[src/rtl/cmd_cntrl.sv]
// Command controller: takes GO/STOP commands, holds the vehicle in transit until the
// barcode reader reports the destination station, and drives go plus a blocked-path buzzer.
module cmd_cntrl #(
    parameter int BUZZ_HALF = 12500
) (
    input  logic       clk,
    input  logic       rst_n,
    input  logic [7:0] cmd,
    input  logic       cmd_rdy,
    output logic       clr_cmd_rdy,
    input  logic [7:0] ID,
    input  logic       ID_vld,
    output logic       clr_ID_vld,
    input  logic       OK2Move,
    output logic       in_transit,
    output logic       go,
    output logic       buzz,
    output logic       buzz_n,
    output logic       fsm_state
);

    // Handshake: a producer holds its valid flag until it sees a one-cycle clear pulse,
    // and drops it at the following edge. A flag is only looked at while its own clear is
    // low, so a held flag is never consumed twice.

    typedef enum logic {IDLE = 1'b0, MOVE = 1'b1} state_t;

    localparam logic [1:0]  OP_STOP = 2'b00;
    localparam logic [1:0]  OP_GO   = 2'b01;
    localparam logic [14:0] HALF_M1 = 15'(BUZZ_HALF - 1);

    state_t      state, next_state;
    logic [5:0]  dest_id, next_dest_id;
    logic        next_clr_cmd, next_clr_id;
    logic        cmd_q, id_q;
    logic [1:0]  opcode;
    logic [14:0] buzz_cnt;
    logic        blocked;

    assign opcode = cmd[7:6];
    assign cmd_q  = cmd_rdy & ~clr_cmd_rdy;
    assign id_q   = ID_vld & ~clr_ID_vld;

    always_ff @(posedge clk) begin
        if (!rst_n) begin
            state       <= IDLE;
            dest_id     <= 6'd0;
            clr_cmd_rdy <= 1'b0;
            clr_ID_vld  <= 1'b0;
        end else begin
            state       <= next_state;
            dest_id     <= next_dest_id;
            clr_cmd_rdy <= next_clr_cmd;
            clr_ID_vld  <= next_clr_id;
        end
    end

    always_comb begin
        next_state   = state;
        next_dest_id = dest_id;
        next_clr_cmd = 1'b0;
        next_clr_id  = 1'b0;
        case (state)
            IDLE: begin
                if (cmd_q) begin
                    next_clr_cmd = 1'b1;
                    if (opcode == OP_GO) begin
                        next_dest_id = cmd[5:0];
                        next_state   = MOVE;
                    end
                end
                // Station reports while parked are acknowledged and thrown away.
                if (id_q)
                    next_clr_id = 1'b1;
            end
            MOVE: begin
                if (cmd_q) begin
                    next_clr_cmd = 1'b1;
                    if (opcode == OP_STOP)
                        next_state = IDLE;
                    else if (opcode == OP_GO)
                        next_dest_id = cmd[5:0];
                end else if (id_q) begin
                    next_clr_id = 1'b1;
                    // ID[7:6] is always 00 on a valid report.
                    if (ID == {2'b00, dest_id})
                        next_state = IDLE;
                end
            end
            default: next_state = IDLE;
        endcase
    end

    assign in_transit = (state == MOVE);
    assign fsm_state  = state;
    assign go         = in_transit & OK2Move;
    assign blocked    = in_transit & ~OK2Move;

    always_ff @(posedge clk) begin
        if (!rst_n || !blocked) begin
            buzz_cnt <= 15'd0;
            buzz     <= 1'b0;
        end else if (buzz_cnt == HALF_M1) begin
            buzz_cnt <= 15'd0;
            buzz     <= ~buzz;
        end else begin
            buzz_cnt <= buzz_cnt + 15'd1;
        end
    end

    assign buzz_n = ~buzz;

endmodule

[config.mk]
export PLATFORM = sky130hd
export DESIGN_NAME = cmd_cntrl
export DESIGN_NICKNAME = d
export VERILOG_FILES = /design/src/rtl/cmd_cntrl.sv
export SDC_FILE = /design/constraint.sdc
export NUM_CORES = 1
export LEC_CHECK = 0
export CORE_MARGIN = 8
export CORE_UTILIZATION = 40
export CTS_CLUSTER_SIZE = 14
export DETAILED_ROUTE_END_ITERATION = 6
export GPL_TIMING_DRIVEN = 0
export PLACE_DENSITY = 0.66
export SYNTH_ARGS = -nofsm -noshare
export SYNTH_HDL_FRONTEND = slang
export SYNTH_SLANG_ARGS = --single-unit
[constraint.sdc]
create_clock -name clk -period 3.82 [get_ports clk]
set_input_delay 0.573 -clock clk [delete_from_list [all_inputs] [get_ports clk]]
set_output_delay 0.573 -clock clk [all_outputs]
set_load 0.005 [all_outputs]
==> metrics.txt <==
Gate Count Post-Synth 125; Max Buffers Root-to-Sink 2; Post-synth EDFFs 0; crit path time final 2.29 ns; Detailed Route Iter0 Violations 34; setup TNS 0 ns; post-DP HPWL 1.94 mm; post-route ant nets 0; DRC Markers 0; Max FO, Critical Path 3; Worst EP required 3.25 ns; Max VDD drop 196 uV; most used routing layer met2; Die Span Y 70.4 um; critical path launch point type primary input; routed via count 927; Syn Area/Cell 9.47 sq um; Seq/Total Area, Yosys 42.3%; Crit Path Class primary input to output pin; CTS tree done; number of I/O pins 28; Synth async-reset ratio 0%; Mapped Nets 147; cell total after placement 183; cell row count 19; Synth top area share 42.3%; Mapped Area 1180 sq um; final worst-path cycle share 59.9%; TritonCTS buffer count 3; Arr. time, crit path 1.71 ns; wire length per cell 13.3 um; top_reg_cell synth dfxtp_1; Leak Pwr 0.000527 uW; Final #Nets 179; final setup violation count 0; # diodes 0; Overall Power 430 uW; Final Non-Filler Cells 187; CTS root buf clkbuf_4; Slew @ Worst Pin 0.350 ns; Final Max Tran Viols 0; H-tree Lvls 1; post-placement worst setup slack 1.54 ns; clock latency on the worst-skew pair 0.31 ns; kind of end point of the critical path output pin; Distinct cells, synth 30; first-pass GRT wire length 4.15 mm; Worst slew margin 76.4%; most frequent cells after synthesis nor2_1 (26), dfxtp_1 (25), xnor2_1 (10), xor2_1 (10), mux2i_1 (6); GR Layer Usage met3 1.84%; # port buffers 27; top-count cell post-synth nor2_1; die width 70.4 um; Hold-fix buffers, CTS 0; Fmax achieved 0.437 GHz; Post-CTS Resized 0; dominant cell type by area after synthesis dfxtp_1; met1 Track Usage GR 12.3%; Max-Cap Viols 0; min-delay worst type flip-flop to flip-flop; Core Area 2780 sq um; # Post-CTS Setup Buffers 0; Post-Route WL 2.49 mm; Tot GR Track Use 10.2%; Sink Count 25; First-pass DRT Iterations 4; largest net degree at the start of global routing 14; skew final 0.00418 ns; Final Hold Vio Count 0; initial antenna violation count 0; FF+latch count, synth 25; Initial Util 42.6%; final worst-path setup slack 1.53 ns; share of layout cells above drive strength 1 9.62%; synth top area cells dfxtp_1 (42%), nor2_1 (8.2%), xnor2_1 (7.4%); status completed; DIE AREA 4960 sq um; P&R area growth vs syn 28.3%; number of global-route vias before repair 948; routability cong. 0.842; clock transition at the registers of the reported paths 0.13 ns; GR Util met2 15.9%; unrepaired setup endpoints after global routing no; hold slack final 0.479 ns; P per Cell Area 283 nW/um^2; via/cell ratio 4.96; grt ovf 0; Warnings, synthesis 0
## report_power, final
group          leakage (uW)  switching (uW)  internal, uW
clock network     0.0000150            77.5          40.8
logic              0.000310            14.0          29.9
registers          0.000202            2.71           265
## path summary, 6_finish.rpt
path,endpoint,slack [ns],from,cells after the start
min reg2reg,buzz_cnt[0],0.48,buzz_cnt[0],1
min,buzz_cnt[0],0.48,buzz_cnt[0],1
max reg2reg,buzz_cnt[10],2.27,buzz_cnt[0],6
max,go,1.53,OK2Move,3
## routing by layer
| metal | share of wire, % | routed length (um) | vias to the layer above |
|---|---|---|---|
| li1 | - | - | 488 |
| met3 | 3.7 | 93 | 6 |
| met4 | 3.0 | 76 | 0 |
| met5 | 0 | 0 | - |
| met1 | 47 | 1160 | 415 |
| met2 | 47 | 1160 | 18 |
## layout make-up
class / count / area [sq um]
clock buffer: 4 / 26.3
buffer: 5 / 38.8
timing repair buffer: 27 / 270
multi-input combinational: 90 / 626
sequential: 25 / 500
inverter: 5 / 18.8
tap: 31 / 38.8
fill: 268 / 1260
## sequential cells by signal (all words and copies together), names as in the netlist
name and flops:
buzz_cnt 15, dest_id 6, clr_ID_vld 1, clr_cmd_rdy 1
buzz 1, fsm_state 1
## through the flow
stage,util (%),cell area (sq um)
after floorplan,-,1180
after global placement,53.7,1490
after detailed placement,53.7,1490
after CTS,54.6,1520
after global routing,54.6,1520
final,54.6,1520
## cells in the final DEF (no fill, tap or decap), drive strengths merged, types with 2 or more instances in the layout
cell	count
and4	2
buf	5
clkbuf	4
clkdlybuf4s50	27
dfxtp	25
inv	5
mux2i	6
nand2	4
nand3	4
nand4	7
nor2	26
nor3	4
nor4	4
nor4b	2
xnor2	10
xor2	10
## cells by family (layout without fill, tap and decap cells)
kind of cell | after synthesis | after routing | share of synthesized area [%]
XOR/XNOR | 20 | 20 | 14.8
AO/OA/AOI/OAI | 4 | 4 | 2.33
AND/OR/NAND/NOR | 59 | 59 | 29.6
adder cells (fa/ha/maj) | 1 | 1 | 1.06
buffers and inverters | 10 | 41 | 4.86
flip-flops | 25 | 25 | 42.3
multiplexers | 6 | 6 | 5.07
## critical path: stages
cell and delay (ns):
clkdlybuf4s50_1 0.51, and2_1 0.13, clkdlybuf4s50_1 0.50
Power figures use the tool's default switching activity.
